## src/rtl/e20_mem_pkg.sv

```systemverilog
// Shared types and constants for the E20 memory arbiter.
// Feature macro used by the arbiter: E20_ARB_PERF_EN (performance counters).
package e20_mem_pkg;

  localparam int MEM_WORDS    = 8192;
  localparam int ADDR_W       = 13;
  localparam int DATA_W       = 16;
  localparam int NREQ         = 3;
  localparam int STARVE_LIMIT = 4;

  localparam int REQ_FETCH = 0;
  localparam int REQ_DATA  = 1;
  localparam int REQ_DEBUG = 2;

  typedef struct packed {
    logic              valid;
    logic              we;
    logic [15:0]       addr;
    logic [DATA_W-1:0] wdata;
  } mem_req_t;

endpackage

```

## src/rtl/e20_prio_grant.sv

```systemverilog
// Fixed-priority grant for fetch/data/debug.
// Promote lifts fetch above data; debug always wins.
module e20_prio_grant
  import e20_mem_pkg::*;
(
  input  logic [NREQ-1:0] valid_i,
  input  logic            promote_i,
  output logic [NREQ-1:0] gnt_o
);

  // One-hot grant, highest priority valid requester wins
  always_comb begin
    gnt_o = '0;
    if (valid_i[REQ_DEBUG]) begin
      gnt_o[REQ_DEBUG] = 1'b1;
    end else if (promote_i && valid_i[REQ_FETCH]) begin
      gnt_o[REQ_FETCH] = 1'b1;
    end else if (valid_i[REQ_DATA]) begin
      gnt_o[REQ_DATA] = 1'b1;
    end else if (valid_i[REQ_FETCH]) begin
      gnt_o[REQ_FETCH] = 1'b1;
    end
  end

endmodule

```

## src/rtl/e20_mem_arbiter.sv

```systemverilog
// E20 unified RAM arbiter: fetch, data and debug share one port.
// Optional E20_ARB_PERF_EN adds grant/stall counters and perf_sel/perf_data.
module e20_mem_arbiter
  import e20_mem_pkg::*;
(
  input  logic                   clock,
  input  logic                   reset,
  input  logic                   freeze,
  input  logic [NREQ-1:0]        req_valid,
  input  logic [NREQ-1:0]        req_we,
  input  logic [NREQ*16-1:0]     req_addr,
  input  logic [NREQ*DATA_W-1:0] req_wdata,
  output logic [NREQ-1:0]        req_ready,
  output logic [NREQ-1:0]        rsp_valid,
  output logic [DATA_W-1:0]      rsp_rdata,
  output logic                   mem_en,
  output logic                   mem_we,
  output logic [ADDR_W-1:0]      mem_addr,
  output logic [DATA_W-1:0]      mem_wdata,
  input  logic [DATA_W-1:0]      mem_rdata,
  output logic                   starve_flag
`ifdef E20_ARB_PERF_EN
  ,
  input  logic [2:0]             perf_sel,
  output logic [31:0]            perf_data
`endif
);

  mem_req_t        req [NREQ];
  mem_req_t        sel;
  logic [NREQ-1:0] vmask;
  logic [NREQ-1:0] gnt;
  logic [NREQ-1:0] pend_q, pend_d;
  logic [DATA_W-1:0] rdata_q;
  logic [2:0]      cnt_q, cnt_d;
  logic            flag_q, flag_d;
  logic            unused_bits;

  // Unpack the flat request buses
  always_comb begin
    for (int i = 0; i < NREQ; i++) begin
      req[i].valid = req_valid[i];
      req[i].we    = req_we[i];
      req[i].addr  = req_addr[16*i +: 16];
      req[i].wdata = req_wdata[DATA_W*i +: DATA_W];
    end
  end

  // Freeze hides the core ports; reset hides everything
  assign vmask = {req_valid[REQ_DEBUG],
                  req_valid[REQ_DATA:REQ_FETCH] & {2{~freeze}}}
               & {NREQ{~reset}};

  e20_prio_grant u_prio (
    .valid_i   (vmask),
    .promote_i (flag_q),
    .gnt_o     (gnt)
  );

  assign req_ready = gnt;

  // Route the granted request to the RAM
  always_comb begin
    sel = '0;
    for (int i = 0; i < NREQ; i++) begin
      if (gnt[i]) sel = req[i];
    end
  end

  assign mem_en    = |gnt;
  assign mem_we    = sel.we;
  assign mem_addr  = sel.addr[ADDR_W-1:0];
  assign mem_wdata = sel.wdata;

  // Top address bits wrap modulo 8192
  assign unused_bits = ^{sel.valid, sel.addr[15:ADDR_W]};

  // Next-state for pending read, starve counter and promote flag
  always_comb begin
    pend_d = gnt & ~req_we;
    cnt_d  = cnt_q;
    if (!req_valid[REQ_FETCH] || gnt[REQ_FETCH]) begin
      cnt_d = '0;
    end else if (!freeze && cnt_q != 3'b111) begin
      cnt_d = cnt_q + 3'd1;
    end
    flag_d = flag_q;
    if (gnt[REQ_FETCH]) begin
      flag_d = 1'b0;
    end else if (cnt_d >= 3'(STARVE_LIMIT)) begin
      flag_d = 1'b1;
    end
  end

  // Arbiter state registers
  always_ff @(posedge clock or posedge reset) begin
    if (reset) begin
      pend_q  <= '0;
      rdata_q <= '0;
      cnt_q   <= '0;
      flag_q  <= 1'b0;
    end else begin
      pend_q <= pend_d;
      cnt_q  <= cnt_d;
      flag_q <= flag_d;
      if (|pend_q) rdata_q <= mem_rdata;
    end
  end

  assign rsp_valid   = pend_q;
  assign rsp_rdata   = (|pend_q) ? mem_rdata : rdata_q;
  assign starve_flag = flag_q;

`ifdef E20_ARB_PERF_EN
  logic [31:0] gcnt_q [NREQ];
  logic [31:0] scnt_q [NREQ];
  logic [31:0] gcnt_d [NREQ];
  logic [31:0] scnt_d [NREQ];
  logic [NREQ-1:0] stall;

  assign stall = req_valid & ~gnt;

  // Wrapping grant/stall counter increments
  always_comb begin
    for (int i = 0; i < NREQ; i++) begin
      gcnt_d[i] = gcnt_q[i] + 32'(gnt[i]);
      scnt_d[i] = scnt_q[i] + 32'(stall[i]);
    end
  end

  // Counter registers
  always_ff @(posedge clock or posedge reset) begin
    if (reset) begin
      for (int i = 0; i < NREQ; i++) begin
        gcnt_q[i] <= '0;
        scnt_q[i] <= '0;
      end
    end else begin
      for (int i = 0; i < NREQ; i++) begin
        gcnt_q[i] <= gcnt_d[i];
        scnt_q[i] <= scnt_d[i];
      end
    end
  end

  // Counter readout select
  always_comb begin
    perf_data = '0;
    case (perf_sel)
      3'd0:    perf_data = gcnt_q[0];
      3'd1:    perf_data = gcnt_q[1];
      3'd2:    perf_data = gcnt_q[2];
      3'd3:    perf_data = scnt_q[0];
      3'd4:    perf_data = scnt_q[1];
      3'd5:    perf_data = scnt_q[2];
      default: perf_data = '0;
    endcase
  end
`endif

endmodule

```

## config.mk

```make
export PLATFORM = sky130hd
export DESIGN_NAME = e20_mem_arbiter
export DESIGN_NICKNAME = d
export VERILOG_FILES = /design/src/rtl/e20_mem_pkg.sv /design/src/rtl/e20_prio_grant.sv /design/src/rtl/e20_mem_arbiter.sv
export SDC_FILE = /design/constraint.sdc
export NUM_CORES = 1
export LEC_CHECK = 0
export CAP_MARGIN = 0
export CORE_MARGIN = 1
export CORE_UTILIZATION = 29
export CTS_CLUSTER_SIZE = 14
export DETAILED_ROUTE_END_ITERATION = 12
export PLACE_DENSITY = 0.91
export RECOVER_POWER = 25
export SETUP_SLACK_MARGIN = 0.02
export SLEW_MARGIN = 15
export SYNTH_ARGS = -nofsm -noshare
export SYNTH_HDL_FRONTEND = slang
export SYNTH_SLANG_ARGS = --single-unit
```

## constraint.sdc

```tcl
create_clock -name clock -period 3.6 [get_ports clock]
set_input_delay 0.72 -clock clock [delete_from_list [all_inputs] [get_ports clock]]
set_output_delay 0.72 -clock clock [all_outputs]
set_load 0.03 [all_outputs]
```

==> results of run 1 <==
==> cells in the final DEF, fill, tap and decap left out, types with 3 or more instances in the layout <==
cell type,instances
a221o_1,29
dfrtp_1,23
clkbuf_8,3
and2_1,30
inv_1,3
clkdlybuf4s50_1,133
nor3b_1,3
buf_4,36
mux2_1,14
==> critical path, stage by stage <==
cell,delay [ns]
clkdlybuf4s50_1,0.49
nor2b_2,0.31
a31oi_1,0.10
a221oi_1,0.25
clkdlybuf4s50_1,0.74
==> routing by layer <==
metal	GRT usage, %	up-vias	routed length (um)
li1	-	850	-
met5	0	-	0
met1	24.2	834	2310
met3	3.66	7	400
met4	5.56	0	61
met2	36.6	88	3180
==> worst paths after layout <==
check | from | endpoint | slack (ns) | cells past startpoint
max in group asynchronous | reset | rdata_q[15]$_DFF_PP0_ | 2.03 | 2
max | req_valid[2] | mem_we | 0.28 | 5
min | rdata_q[14]$_DFF_PP0_ | rdata_q[14]$_DFF_PP0_ | 0.49 | 1
min in group asynchronous | reset | starve_flag$_DFFE_PP0P_ | 1.04 | 2
min reg2reg | rdata_q[14]$_DFF_PP0_ | rdata_q[14]$_DFF_PP0_ | 0.49 | 1
max reg2reg | rsp_valid[0]$_DFF_PP0_ | rdata_q[9]$_DFF_PP0_ | 1.82 | 3
==> power breakdown <==
| group | total, mW | internal, mW | switching [mW] |
|---|---|---|---|
| clock | 0.155 | 0.0789 | 0.0764 |
| sequential | 0.319 | 0.303 | 0.0156 |
| combinational | 0.507 | 0.263 | 0.244 |
==> per-stage QoR <==
stage	std cells	instance area (um2)	setup slack, ns
finish	367	3160	0.277
global route	367	3160	0.123
CTS	367	3170	0.272
detailed placement	363	3120	0.269
global placement	363	3120	0.270
floorplan	138	1510	0.566
==> flip-flops by register name (all words and copies together), names as in the netlist <==
name and flops:
rdata_q 16, starve_flag 1, rsp_valid 3, cnt_q 3
==> cell type report <==
class | instances | area [um2] | share of cell area (%)
timing repair buffer | 170 | 1610 | 50.9
multi-input combinational | 100 | 836 | 26.5
sequential | 23 | 576 | 18.2
tap | 67 | 83.8 | 2.66
clock buffer | 4 | 45.0 | 1.43
inverter | 3 | 11.3 | 0.357
==> logic make-up (layout without fill, tap and decap cells) <==
| group | after synthesis | count (layout) | synth area share, % |
|---|---|---|---|
| and+or+nand+nor | 46 | 46 | 19.3 |
| AOI/OAI and AO/OA | 34 | 34 | 21.4 |
| DFF | 23 | 23 | 38.1 |
| muxes | 17 | 17 | 12.6 |
| buffers and inverters | 15 | 177 | 6.38 |
| adders and majority gates | 2 | 2 | 1.66 |
| xor gates and xnor gates | 1 | 1 | 0.580 |
==> impl_metrics.ini, run 1 <==
[clocking]
cts_sinks = 23
ctsResizeCount = 0
cts_hold_buf = 0
post_cts_buffers = 0
clk_pin_slew_ns = 0.08
clockBufferDepth = 2
insertion_delay_ns = 0.26
htree_levels = 1
numCtsBuffers = 3
cts-root-buf = clkbuf_8
cts_tree = yes

[setup_path]
worstSetupPathType = input port to primary output
critPathArrivalTime_ns = 2.60
crit_fanout = 7
start_kind = input port
endpoint_kind = primary output
critPathRequiredTime_ns = 2.88

[drt]
vias = 1779
firstDrtPassIters = 4
ant_nets = 0
drc = 0
vias_per_cell = 4.85
drt-total-wl_um = 5950
drt_iter0_drc = 66
wl_per_cell_um = 16.2

[floorplanning]
die_h_um = 74.2
start_util_pct = 30.9
die_x_um = 74.2
rows = 25
design.die.area_um2 = 5500
io_pins = 175
core_area_um2 = 4880

[synthesis]
postSynthAreaPerCell_um2 = 10.9
synth.top_cell.area_share_pct = 38.1
synth.most_common_cell = and2_1
ys_ff_latch = 23
synth_edf_count = 0
yosysWarnings = 0
ys.flop_type = dfrtp_1
synth_common_cells = and2_1, a221o_1, dfrtp_1
synth_cell_types = 25
syn-cell-area_um2 = 1510
ys_seq_area_share_pct = 38.1
syn_inst = 138
synth_fp_nets = 261
synth_area_leaders = dfrtp_1, a221o_1, and2_1
async_flop_share_pct = 100
yosysTopAreaCell = dfrtp_1

[timing]
final_max_slew_viol_count = 0
finalCritPeriodShare_pct = 92.3
setup_viol = 0
whs_ns = 0.490
hold_violations = 0
fin_skew_ns = 0.00138
finalSetupTns_ns = 0
tightest_slew_ns = 0.875
slew-limit-headroom_pct = 41.7
rsz0062_at_grt = no
min_period_ns = 3.32
fmaxAchievable_mhz = 301

[power_and_ir_drop]
cellLeakagePower_nw = 1.36
ir_drop_v = 0.000197
p_total_mw = 0.981
p_per_area_nw_per_um2 = 311

[cells_and_area]
syn2layout_area_growth_pct = 109
finalCoreUtilization_pct = 64.7
finish.net_count = 424
diodes = 0
fillCellCount = 412
drive_above_1_share_pct = 14.3

[placement]
dpl.hpwl_um = 4870
io_buffers = 165
gp_congestion = 0.778

[global_route]
grt_pass1_wl_um = 8400
grt-ovfl-total = 0
track_usage_pct = 20.1
grt_pass1_vias = 1753
grt_max_degree = 32
antenna_found_initial = 0

[outcome]
run_status = completed

[worst_hold_path]
hp-class = flip-flop to flip-flop

[flow_run]
max_cap_violations = 0
Power figures use the tool's default switching activity.
==> run 2: changes to the inputs <==
--- a/config.mk
+++ b/config.mk
@@ -7,10 +7,10 @@
 export LEC_CHECK = 0
 export CAP_MARGIN = 0
 export CORE_MARGIN = 1
-export CORE_UTILIZATION = 29
+export CORE_UTILIZATION = 27
 export CTS_CLUSTER_SIZE = 14
 export DETAILED_ROUTE_END_ITERATION = 12
-export PLACE_DENSITY = 0.91
+export PLACE_DENSITY = 0.86
 export RECOVER_POWER = 25
 export SETUP_SLACK_MARGIN = 0.02
 export SLEW_MARGIN = 15
==> constraint.sdc (replaced) <==
create_clock -name clock -period 3.7 [get_ports clock]
set_input_delay 0.74 -clock clock [delete_from_list [all_inputs] [get_ports clock]]
set_output_delay 0.74 -clock clock [all_outputs]
set_load 0.03 [all_outputs]
==> impl_metrics.ini, run 2 (synthesized netlist as in run 1, its figures left out) <==
[timing]
setup_viol = 0
finalCritPeriodShare_pct = 89.3
hold_violations = 0
tightest_slew_ns = 0.907
fin_ws_ns = 0.396
fin_skew_ns = 0.00354
final_max_slew_viol_count = 0
min_period_ns = 3.30
fmaxAchievable_mhz = 303
slew-limit-headroom_pct = 39.6
whs_ns = 0.490
finalSetupTns_ns = 0
rsz0062_at_grt = no

[global_route]
antenna_found_initial = 0
grt_max_degree = 32
grt-ovfl-total = 0
track_usage_pct = 19.3
grt_pass1_vias = 1872
grt_pass1_wl_um = 9130

[setup_path]
endpoint_kind = primary output
start_kind = flip-flop
reg2reg_to = rdata_q[11]$_DFF_PP0_
timing.rr.start = rsp_valid[1]$_DFF_PP0_
crit_fanout = 16
rr_worst_depth = 3
critPathArrivalTime_ns = 2.56
rrSetupSlack_ns = 1.87
worstSetupPathType = flip-flop to primary output
critPathRequiredTime_ns = 2.96

[drt]
wl_met3_um = 294
ant_nets = 0
vias_per_cell = 4.71
wl_met2_um = 3040
drt_iter0_drc = 67
wl_per_cell_um = 15.5
drc = 0
wl_met1_um = 2350
vias = 1747
firstDrtPassIters = 4
drt-total-wl_um = 5740
top_layer = met4

[cells_and_area]
diodes = 0
finish.net_count = 425
syn2layout_area_growth_pct = 110
drive_above_1_share_pct = 15.9
instances_no_fill = 371
final_cell_mix = clkdlybuf4s50_1, buf_4, and2_1
final_common_cell = clkdlybuf4s50_1
largest_reg_flops = 16
regMostFlops = rdata_q
finalCoreUtilization_pct = 60.6
fillCellCount = 470

[floorplanning]
rows = 26
die_x_um = 76.8
design.die.area_um2 = 5900
core_area_um2 = 5240
die_h_um = 76.8
io_pins = 175
start_util_pct = 28.8

[outcome]
run_status = completed

[placement]
io_buffers = 165
dpl.hpwl_um = 4650
dp.cells = 367
pre_cts_ws_ns = 0.545
gp_congestion = 0.841

[clocking]
cts_sinks = 23
ctsResizeCount = 0
post_cts_buffers = 0
numCtsBuffers = 3
htree_levels = 1
clockBufferDepth = 2
clk_pin_slew_ns = 0.08
cts_hold_buf = 0
insertion_delay_ns = 0.26
cts-root-buf = clkbuf_8
cts_tree = yes

[worst_hold_path]
min_to = rdata_q[2]$_DFF_PP0_
hp-class = flip-flop to flip-flop
hold_path_startpoint = rdata_q[2]$_DFF_PP0_
min_path_cells = 1

[power_and_ir_drop]
comb_power_share_pct = 51.8
sequentialPowerShare_pct = 32.4
p_sw_share_pct = 34.1
ir_drop_v = 0.000185
internal_power_mw = 0.630
p_per_area_nw_per_um2 = 301
cellLeakagePower_nw = 1.37
clkPwrFrac_pct = 15.8
power_switching_mw = 0.325

[flow_run]
max_cap_violations = 0
-- run 2: area by class of cell --
| type | count | area [um2] | share of cell area [%] |
|---|---|---|---|
| Inverter | 3 | 11.3 | 0.355 |
| Tap cell | 70 | 87.6 | 2.76 |
| Multi-Input combinational cell | 100 | 833 | 26.3 |
| Sequential cell | 23 | 576 | 18.1 |
| Clock buffer | 4 | 45.0 | 1.42 |
| Timing Repair Buffer | 171 | 1620 | 51.1 |
-- run 2: worst max-delay path by stage --
stage / startpoint / end / slack (ns) / cells past startpoint
2_1_floorplan: req_valid[2] / mem_we / 0.63 / 4
3_3_place_gp: req_valid[0] / mem_wdata[15] / 0.56 / 6
3_5_place_dp: req_valid[0] / mem_wdata[15] / 0.54 / 6
4_1_cts: req_valid[0] / mem_wdata[15] / 0.55 / 6
5_1_grt: rsp_valid[1]$_DFF_PP0_ / rsp_rdata[8] / 0.25 / 4
6_report: rsp_valid[1]$_DFF_PP0_ / rsp_rdata[12] / 0.40 / 4
-- run 2: power by group through the flow --
stage	Combinational (mW)	Clock [mW]	Sequential, mW
floorplan	0.247	0	0.318
global placement	0.496	0	0.312
detailed placement	0.504	0	0.314
CTS	0.507	0.159	0.309
global route	0.523	0.169	0.314
finish	0.494	0.151	0.310
-- run 2: worst max-delay path: stages (launching register included) --
cell and delay [ns]:
dfrtp_1 0.39, nor3_1 0.18, clkbuf_1 0.70, mux2_1 0.42, clkdlybuf4s50_1 0.61
-- run 2: stage by stage --
| stage | area, um2 | power, mW |
|---|---|---|
| floorplan | 1510 | 0.565 |
| global placement | 3140 | 0.807 |
| detailed placement | 3140 | 0.818 |
| CTS | 3180 | 0.975 |
| finish | 3170 | 0.955 |
| global route | 3170 | 1.01 |
-- run 2: metal layers --
| layer | global-route usage (%) | vias up |
|---|---|---|
| li1 | - | 850 |
| met1 | 22.9 | 822 |
| met2 | 35.4 | 71 |
| met3 | 3.81 | 4 |
| met4 | 3.85 | 0 |
| met5 | 0 | - |
==> run 3: changes to the inputs <==
--- a/config.mk
+++ b/config.mk
@@ -12,7 +12,7 @@
 export DETAILED_ROUTE_END_ITERATION = 12
 export PLACE_DENSITY = 0.86
 export RECOVER_POWER = 25
-export SETUP_SLACK_MARGIN = 0.02
+export SETUP_SLACK_MARGIN = 0.2
 export SLEW_MARGIN = 15
 export SYNTH_ARGS = -nofsm -noshare
 export SYNTH_HDL_FRONTEND = slang
==> results of run 3 <==
No change in the layout: final DEF, timing and power equal those of run 2.
